`config.mk`:
```
export PLATFORM = sky130hd
export DESIGN_NAME = rs_syndrome_calc
export DESIGN_NICKNAME = d
export VERILOG_FILES = /design/src/rtl/rs_syndrome_calc.sv
export SDC_FILE = /design/constraint.sdc
export NUM_CORES = 1
export LEC_CHECK = 0
export BUFFER_PORTS_ARGS = -buffer_cell sky130_fd_sc_hd__buf_2
export CAP_MARGIN = 20
export CORE_UTILIZATION = 49
export DETAILED_ROUTE_END_ITERATION = 7
export GPL_ROUTABILITY_DRIVEN = 0
export PLACE_DENSITY_LB_ADDON = 0.15
export SYNTH_ARGS = -nofsm -noshare
export SYNTH_HDL_FRONTEND = slang
export SYNTH_SLANG_ARGS = --single-unit
```
`constraint.sdc`:
```
create_clock -name iclk -period 5.2 [get_ports iclk]
set_input_delay 1.3 -clock iclk [delete_from_list [all_inputs] [get_ports iclk]]
set_output_delay 1.3 -clock iclk [all_outputs]
set_load 0.005 [all_outputs]
```
`src/rtl/rs_syndrome_calc.sv`:
```
// rs_syndrome_calc
// ----------------
// Reed-Solomon decoder front stage. Receives one codeword symbol per enabled
// clock (highest-degree coefficient first) and evaluates the received
// polynomial at check consecutive roots alpha^(genstart+i) with Horner's rule.
// Each accumulator has its own multiplier by a fixed root. With a constant
// operand, that multiplier reduces to an XOR network.
//
// Optional feature macro: RS_SYND_LEN_CHECK_EN
//   defined     -> a symbol counter flags codewords whose length is not n
//   not defined -> no counter, olen_err is tied to 0
//
// Ports
//   iclk      in   rising-edge clock
//   ireset_n  in   synchronous active-low reset (overrides iclkena)
//   iclkena   in   clock enable; 0 freezes every register
//   ival      in   idat valid
//   isop      in   first symbol of a codeword (qualified by ival)
//   ieop      in   last symbol of a codeword (qualified by ival)
//   idat      in   received symbol, m bits
//   oval      out  one-enabled-cycle pulse; osyn/ozero/olen_err are valid
//   osyn      out  syndrome vector, S_i in bits [i*m +: m]
//   ozero     out  every syndrome is zero
//   olen_err  out  codeword length differed from n
module rs_syndrome_calc #(
  parameter int m        = 8,
  parameter int irrpol   = 285,
  parameter int n        = 255,
  parameter int check    = 32,
  parameter int genstart = 0
) (
  input  logic               iclk,
  input  logic               ireset_n,
  input  logic               iclkena,
  input  logic               ival,
  input  logic               isop,
  input  logic               ieop,
  input  logic [m-1:0]       idat,
  output logic               oval,
  output logic [check*m-1:0] osyn,
  output logic               ozero,
  output logic               olen_err
);

  // The leading x^m term of the primitive polynomial is implicit in the shift.
  localparam logic [m-1:0] POLY = m'(irrpol);

  // Shift-and-add product in GF(2^m).
  function automatic logic [m-1:0] gf_mult(input logic [m-1:0] a,
                                           input logic [m-1:0] b);
    logic [m-1:0] p;
    logic [m-1:0] s;
    p = '0;
    s = a;
    for (int k = 0; k < m; k++) begin
      if (b[k]) p = p ^ s;
      s = {s[m-2:0], 1'b0} ^ (s[m-1] ? POLY : '0);
    end
    return p;
  endfunction

  // alpha^e by repeated multiplication by x; evaluated only at elaboration.
  function automatic logic [m-1:0] gf_alpha_pow(input int e);
    logic [m-1:0] r;
    r = m'(1);
    for (int k = 0; k < e; k++) r = gf_mult(r, m'(2));
    return r;
  endfunction

  // Reject parameter sets that cannot describe a valid RS code.
  if (n > (1 << m) - 1) begin : g_bad_n
    $error("rs_syndrome_calc: n exceeds 2^m-1");
  end
  if (check > n) begin : g_bad_check
    $error("rs_syndrome_calc: check exceeds n");
  end

  logic [check-1:0][m-1:0] r_acc;
  logic [check-1:0][m-1:0] w_acc_nxt;
  logic [check-1:0][m-1:0] r_syn;
  logic                    r_val;
  logic                    r_zero;
  logic                    w_zero_nxt;

  // Horner step per syndrome. A start-of-packet symbol replaces the old
  // accumulator, so an unterminated block is simply dropped.
  for (genvar gi = 0; gi < check; gi++) begin : g_syn
    localparam logic [m-1:0] ROOT = gf_alpha_pow((genstart + gi) % ((1 << m) - 1));
    assign w_acc_nxt[gi] = isop ? idat : (gf_mult(r_acc[gi], ROOT) ^ idat);
  end

  assign w_zero_nxt = (w_acc_nxt == '0);

  always_ff @(posedge iclk) begin
    if (!ireset_n) begin
      r_acc  <= '0;
      r_syn  <= '0;
      r_val  <= 1'b0;
      r_zero <= 1'b1;
    end else if (iclkena) begin
      r_val <= ival & ieop;
      if (ival) begin
        r_acc <= w_acc_nxt;
        // The output register is separate from the accumulators, so the
        // next codeword may start right after ieop while osyn stays put.
        if (ieop) begin
          r_syn  <= w_acc_nxt;
          r_zero <= w_zero_nxt;
        end
      end
    end
  end

  assign oval  = r_val;
  assign osyn  = r_syn;
  assign ozero = r_zero;

`ifdef RS_SYND_LEN_CHECK_EN
  // The counter must be able to hold n+1, where it saturates, so that
  // overlong blocks never wrap back to a legal length.
  localparam int             CW      = $clog2(n + 2);
  localparam logic [CW-1:0]  CNT_N   = CW'(n);
  localparam logic [CW-1:0]  CNT_SAT = CW'(n + 1);

  logic [CW-1:0] r_cnt;
  logic [CW-1:0] w_cnt_nxt;
  logic          r_len_err;

  assign w_cnt_nxt = isop ? CW'(1)
                   : ((r_cnt == CNT_SAT) ? r_cnt : (r_cnt + CW'(1)));

  always_ff @(posedge iclk) begin
    if (!ireset_n) begin
      r_cnt     <= '0;
      r_len_err <= 1'b0;
    end else if (iclkena && ival) begin
      r_cnt <= w_cnt_nxt;
      if (ieop) r_len_err <= (w_cnt_nxt != CNT_N);
    end
  end

  assign olen_err = r_len_err;
`else
  assign olen_err = 1'b0;
`endif

endmodule

```
Word-level counts from Yosys, hierarchy flattened

Cells that the tools add are included.

Multiplexer cells: 191
Bitwise operators: 250
Reductions and logical operators: 3

Operators with widths:

| cell              | number |
|---|---|
| $xor 8x5->8       | 159 |
| $mux 5            | 159 |
| $xor 8x8->8       | 90 |
| $logic_not 256->1 | 1 |
| $mux 8            | 32 |
| $reduce_and 3->1  | 1 |
| $reduce_and 2->1  | 1 |
| $and 1x1->1       | 1 |

Flip-flop bits (word level): 514
Bits of input ports: 14
Output and inout port bits: 259
Logic and storage cells: 510

Logic depth before layout (Yosys ltp)

Gate-level depths: netlist (run 1).

Word-level depth: 18
Depth in mapped cells: 13
Mapped depth without buffers: 9

Worst setup path before layout (run 1)

No wires, ideal clock.

Path type: input to register
From: input port idat[1]
To: register r_zero, in the netlist ozero
Setup time: 83 ps
Arrival: 3201 ps
Data required time: 5117 ps
Path slack: 1917 ps
Stages on the path: 10
Buffers on the path: 3
Cells stage by stage: buf_2 buf_2 buf_1 xnor2_1 nand4_1 nor4_1 nand4_1 nor4_1 nand4_1 o221ai_1

Word-level cells in the longest chain between the ends: 3
Elaborated cells on any way between the ends: 65
Classes of those cells: 32 x mux; 32 x bitwise; 1 x reduce/logical

RTL lines:

| element                | RTL line | text |
|---|---|---|
| start: declaration     | 38       | `input logic [m-1:0] idat,` |
| $xor 8x8->8            | 89       | `assign w_acc_nxt[gi] = isop ? idat : (gf_mult(r_acc[gi], ROOT) ^ idat);` |
| $mux 8                 | 89       |  |
| $logic_not 256->1 (*)  | 92       | `assign w_zero_nxt = (w_acc_nxt == '0);` |
| end signal: assignment | 108      | `r_zero <= w_zero_nxt;` |
| end: declaration       | 82       | `logic r_zero;` |

Mark *: on every way between the ends. The rest lies on a longest branch, timed or not.
A chain may end at the register's enable or synchronous reset.

Worst setup path after layout (run 1)

From: input port isop
To: register r_zero, in the netlist ozero

Word-level cells in the longest chain between the ends: 2
Elaborated cells on any way between the ends: 33
Classes of those cells: 32 x mux; 1 x reduce/logical

RTL lines:

| element               | RTL line | text |
|---|---|---|
| start: declaration    | 36       | `input logic isop,` |
| $mux 8                | 89       |  |
| $logic_not 256->1 (*) | 92       |  |

Marked as above.

==> results of run 1 <==
final cells by class:
| type | instances | share of cell area |
|---|---|---|
| clock buffers | 70 | 0.0497 |
| clock inverters | 28 | 0.0132 |
| multi-input cells | 2279 | 0.518 |
| inverters | 4 | 0.000480 |
| well taps | 748 | 0.0299 |
| flip-flops and latches | 514 | 0.329 |
| repair buffers | 315 | 0.0598 |
worst register-to-register path, delay by kind of cell, from the launching register on:
family          cells  cell delay [ps]
compound gates      1              180
xor+xnor            4             1340
flops               1              430
simple gates        4             1160
metal layers:
metal | up-vias | global-route usage | part of all wire
li1 | 10700 | - | -
met5 | - | 0 | 0
met2 | 929 | 0.478 | 0.47
met4 | 0 | 0.137 | 0.045
met1 | 11400 | 0.394 | 0.42
met3 | 187 | 0.0417 | 0.067
through the flow:
stage / worst slack (ps) / hold WS, ps / total power [mW] / area (sq um) / utilization
6_report: 1330 / 491 / 11.4 / 31300 / 0.564
5_1_grt: 1290 / 506 / 11.8 / 31300 / 0.564
4_1_cts: 1510 / 495 / 11.4 / 31300 / 0.564
3_5_place_dp: 867 / 480 / 7.16 / 29300 / 0.529
3_3_place_gp: 843 / 474 / 7.12 / 29300 / 0.529
2_1_floorplan: 1920 / 491 / 6.34 / 27600 / -
sequential cells by signal (all words and copies together) (netlist names):
register and cells:
ozero 1, oval 1, osyn 256, r_acc 256
cell usage after synthesis (22+ instances only):
library cell,n
a21oi_1,22
buf_1,46
buf_2,39
clkbuf_1,193
dfxtp_1,514
nand2_1,552
nand3_1,22
nand4_1,43
nor2_1,228
nor2b_1,37
o211a_1,498
o21ai_0,62
xnor2_1,482
xor2_1,145
worst min path at each step:
stage / endpoint / slack (ps) / cells after the start
floorplan: r_acc[166] / 490 / 1
CTS: osyn[197] / 490 / 1
global placement: osyn[12] / 470 / 1
finish: osyn[87] / 490 / 1
global route: osyn[137] / 510 / 1
detailed placement: osyn[197] / 480 / 1
logic make-up after synthesis:
logic type | synth area share
AO/OA/AOI/OAI | 0.213
XOR/XNOR | 0.217
AND/OR/NAND/NOR | 0.151
buffers and inverters | 0.0424
multiplexers | 0.00439
other | 0.000136
flip-flops | 0.372
where the power goes:
group,total (mW),internal (mW),leakage [nW],switching [mW]
Sequential,4.48,4.20,4.22,0.280
Clock,4.28,2.56,0.966,1.72
Combinational,2.64,1.07,11.8,1.57
Total,11.4,7.83,17.0,3.57
==> run metrics, run 1 <==
dpl hpwl=61,700 um; Iteration-0 DRC Markers=2,284; Final setup viols=0; CP Buf/Inv Count=2; Syn Inst Count=3,083; post_cts resized=0; final wirelength=~90,000 um; Max clock buf depth=3; post-synthesis register bit count=514; htree depth=2; Die Area=57,400 sq um; setup TNS=0 ps; Root Buffer=clkbuf_16; area of the multi-input gates=around 16,000 sq um; Pwr per Cell Area=365 nW/um^2; Worst R2R Start=r_acc[69]; period utilization=0.744; setup slack, reg-to-reg=2010 ps; critical path cell sequence=clkbuf_8 -> buf_12 -> nor2_1 -> xnor2_1 -> nand4_1 -> or4_1 -> nor4_1 -> nand4_1 -> o221ai_1; Core ar.=55,400 sq um; reg2reg end=ozero; Crit path max-delay family=simple AND/OR/NAND/NOR gates; Worst Setup EP=ozero; Clock Latency Late Sink=620 ps; sequential fraction of the synthesis area=0.372; cell taking the most area after synthesis=dfxtp_1; Clock Skew=19.3 ps; Main synth FF type=dfxtp_1; synthesis-to-layout area growth=13.1%; via count=23,300; first-pass GRT wire length=approximately 130,000 um; Setup crit end kind=flop; drt pass-1 iters=6; synth unique cells=69; Sink Count=514; Worst Reg2Reg Path Length in Cells=9; Hold Crit Class=flop to flop; startpoint types=input pin; largest net degree at the start of global routing=approximately 250; initial antenna violation count=0; Post-synth EDFFs=0; syn_area_per_cell=8.97 sq um; synthesized area=27,600 sq um; Die Span X=between 200 and 250 um; most common cell after layout, fill and taps aside=nand2_1; Final min period=3870 ps; Mapped Nets=3,097; Warnings, synthesis=0; max cap viols=0; Non-Filler Instances=3,958; CTS tree=yes; Post-synth ARST share=0; Post-CTS Setup Repair Bufs=0; CP Class=input pin to flop; Pleak=between 15 and 20 nW; CP arrival=roughly 4400 ps; most frequent cell on the critical path=nand4_1; Max IR drop VDD=around 310 uV; CTS Buf Count=55; DR DRC count=0; Inst Count DP=3,860; share of layout cells above drive strength 1=0.133; initial core utilization=0.499; WL/cell=22.2 um; Port-buffer cells=271; worst endpoint required time=5740 ps; Via-to-Cell Ratio=5.87; Hold Fails Final Rpt=0; Crit-path slowest cell=xnor2_1; fillcell total=5,050; outcome=complete, no violations; Nets=~3,200; Crit path depth=9; fmax=0.258 GHz; RSZ-0062 raised after global routing=false; Cell Rows=86; Ports=273; # diodes=0; post-route ant nets=0; Vert. Die Dim=240 um; Synth area leaders=dfxtp_1 37%, o211a_1 18%, xnor2_1 15%; CTS Hold Buffers Added=0; critical path's largest stage delay=720 ps; clock slew at reported path FFs=about 70 ps; max_slew headroom=0.309; CP max FO=57; storage element area=just over 10,000 sq um; Total GRT Usage=0.298; max-slew violations=0; worst hold start=osyn[87]; Synth top area share=0.372; number of global-route vias before repair=21,600; most frequent cells in the layout=552 x nand2_1, 514 x dfxtp_1, 498 x o211a_1, 482 x xnor2_1, 268 x buf_2; Slew @ Worst Pin=~1000 ps; total gr overflow=0; Critical Path Source=isop
Power figures use the tool's default switching activity.
==> run 2, diff against run 1 <==
--- a/config.mk
+++ b/config.mk
@@ -5,6 +5,7 @@
 export SDC_FILE = /design/constraint.sdc
 export NUM_CORES = 1
 export LEC_CHECK = 0
+export ABC_AREA = 1
 export BUFFER_PORTS_ARGS = -buffer_cell sky130_fd_sc_hd__buf_2
 export CAP_MARGIN = 20
 export CORE_UTILIZATION = 49
==> constraint.sdc (replaced) <==
create_clock -name iclk -period 3.36 [get_ports iclk]
set_input_delay 0.84 -clock iclk [delete_from_list [all_inputs] [get_ports iclk]]
set_output_delay 0.84 -clock iclk [all_outputs]
set_load 0.005 [all_outputs]
==> run metrics, run 2 <==
Post-CTS Setup Repair Bufs=0 (unchanged); Sink Count=514 (unchanged); critical path's largest stage delay=290 ps (-430 ps); Critical Path Source=isop; largest net degree at the start of global routing=249 (-1.2%); worst endpoint required time=3950 ps (-1790 ps); Syn Inst Count=5,889 (+91%); drt pass-1 iters=7 (+1); Crit path max-delay family=simple AND/OR/NAND/NOR gates; CP Buf/Inv Count=4 (+2); Inst Count DP=6,871 (+78%); max layer used=met5; Pint=12.7 mW (+62%); largest family of logic cells by synthesized area=simple AND/OR/NAND/NOR gates; Final min period=2870 ps; critical path cell sequence=buf_2 -> clkinv_8 -> buf_12 -> buf_4 -> nand3_1 -> nand2_1 -> nand2_1 -> nor2_1 -> nand2_1 -> nor2_1 -> nand2_1 -> nor2_1 -> nand3_1 -> nor2_1 -> nand2_1 -> nor2_1 -> nand3_1 -> nand2_1; fillcell total=7,112 (+41%); Setup WS pre-CTS=-22.3 ps (-889 ps); Crit-path slowest cell=nor2_1; most common cell after layout, fill and taps aside=nand2_1; Vert. Die Dim=268 um (+12%); synthesized area=34,800 sq um (+26%); Hold Crit Class=input pin to flop; synth unique cells=35 (-49%); Iteration-0 DRC Markers=4,140 (+81%); Die Area=72,000 sq um (+26%); synthesis-to-layout area growth=12.3%; initial core utilization=0.496 (-0.00305); WL met3=10,000 um (+72%); CP max FO=65 (+14%); Simple-Gate Fraction of Synth Area=0.374 (+0.224); Clk pwr share=0.361 (-0.014); max-slew violations=0 (unchanged); met2 wire len=52,400 um (+28%); htree depth=2 (unchanged); Synth area leaders=dfxtp_1 30%, nand2_1 23%, inv_1 8.9%; Slew @ Worst Pin=1080 ps (+40.0 ps); Adder-Cell Fraction of Synth Area=0 (unchanged); cell taking the most area after synthesis=dfxtp_1; Warnings, synthesis=0 (unchanged); Clock Skew=25.7 ps (+6.37 ps); Total GRT Usage=0.322 (+0.0244); placed cell area=36,800 sq um (+26%); Clock Latency Late Sink=660 ps (+40 ps); Synth top area share=0.296 (-0.0764); worst setup margin=491 ps (-839 ps); Worst R2R Start=r_acc[62]; Post-synth ARST share=0 (unchanged); share of layout cells above drive strength 1=0.0872 (-0.0458); most frequent cell on the critical path=nand2_1; dpl hpwl=82,700 um (+34%); total gr overflow=0 (unchanged); syn_area_per_cell=5.91 sq um (-34%); CP arrival=3460 ps (-950 ps); Nets=6,005 (+89%); Hold Fails Final Rpt=0 (unchanged); design area=39,000 sq um (+25%); sequential fraction of the synthesis area=0.296 (-0.0764); Total Power=20.0 mW (+76%); number of global-route vias before repair=33,200 (+54%); final hold slack=382 ps (-109 ps); Port-buffer cells=271 (unchanged); Comb pwr share=0.294 (+0.062); post-route ant nets=0 (unchanged); top-count cell post-synth=nand2_1; Flop pwr share=0.345 (-0.048); DR DRC count=0 (unchanged); CP Class=input pin to flop; Core Util, Final=0.557 (-0.00758); Setup crit end kind=flop; Main synth FF type=dfxtp_1; max cap viols=0 (unchanged); DRT met1 WL=51,200 um (+38%); Via-to-Cell Ratio=5.41 (-7.8%); multiplexer share of the synthesized area=0 (-0.00439); outcome=complete, no violations; CTS Hold Buffers Added=0 (unchanged); Final setup viols=0 (unchanged); via count=37,800 (+63%); final wirelength=119,000 um (+36%); Cell Rows=97 (+13%); period utilization=0.854; post_cts resized=0 (unchanged); post-synthesis register bit count=514 (unchanged); max_slew headroom=0.282 (-0.0267); post-synthesis compound-gate area fraction=0.151 (-0.0621); Ports=273 (unchanged); Core ar.=70,100 sq um (+27%); top cells by count, synth=2,174 x nand2_1, 829 x inv_1, 518 x nand3_1; Non-Filler Instances=6,985 (+76%); Mapped Nets=5,903 (+91%); Root Buffer=clkbuf_16; startpoint types=input pin; first-pass GRT wire length=184,000 um (+40%); fmax=0.349 GHz; Pwr per Cell Area=513 nW/um^2 (+41%); initial antenna violation count=6 (+6); CTS Buf Count=58 (+5.5%); clock slew at reported path FFs=70 ps (about the same); Max IR drop VDD=441 uV (+42%); most frequent cells in the layout=2,173 x nand2_1, 820 x inv_1, 518 x nand3_1, 514 x dfxtp_1, 383 x o21ai_0; Sw Ratio=0.366 (+0.0526); Post-Synth XOR/XNOR Area=0.0435 (-0.174); setup TNS=0 ps (unchanged); Psw=7.34 mW (+110%); Pleak=22.1 nW (+30%); Post-synth EDFFs=0 (unchanged); CTS tree=yes; RSZ-0062 raised after global routing=false; worst hold start=ieop; WL/cell=17.0 um (-23%); Max clock buf depth=3 (unchanged); Die Span X=268 um (+12%)
## run 2: cell types whose count changed after synthesis, moves of 129 or more
cell,before,now
nand3_1,22,518
a21oi_1,22,224
nand4_1,43,204
inv_1,3,829
o211a_1,498,0
xnor2_1,482,67
nand2_1,552,2174
o21ai_0,62,383
o211ai_1,2,149
o21bai_1,0,129
## run 2: logic make-up after synthesis
family | after synthesis
AND/OR/NAND/NOR | 3129
buffers and inverters | 1174
AO/OA/AOI/OAI | 902
flip-flops | 514
other | 1
XOR/XNOR | 169
## run 2: worst paths after layout
check,depth (start not counted),slack (ps),endpoint
worst min-delay path,2,380,osyn[4]
worst min register to register,2,470,oval
worst max register to register,18,530,ozero
worst max-delay path,18,490,ozero
## run 2: layout make-up
cell class              instances  area, sq um  share of cell area
inverters                     850         3220              0.0825
clock buffers                  71         1600              0.0410
diodes                          4         10.0            0.000256
flip-flops and latches        514        10300               0.264
repair buffers                366         2370              0.0606
well taps                     940         1180              0.0301
clock inverters                39          592              0.0152
multi-input cells            4201        19800               0.507
## run 2: per-layer routing
layer | track usage | vias to the layer above
met5 | 0 | -
li1 | - | 18900
met2 | 0.506 | 1569
met4 | 0.146 | 4
met3 | 0.0405 | 279
met1 | 0.441 | 17000
## run 2: power by group through the flow
stage                     clock, mW  sequential, mW  combinational, mW
after floorplan                   0            6.86               4.26
after global placement            0            7.03               5.69
after detailed placement          0            7.03               5.76
after CTS                      7.35            6.90               5.80
after global routing           7.60            6.96               6.62
final                          7.24            6.91               5.90
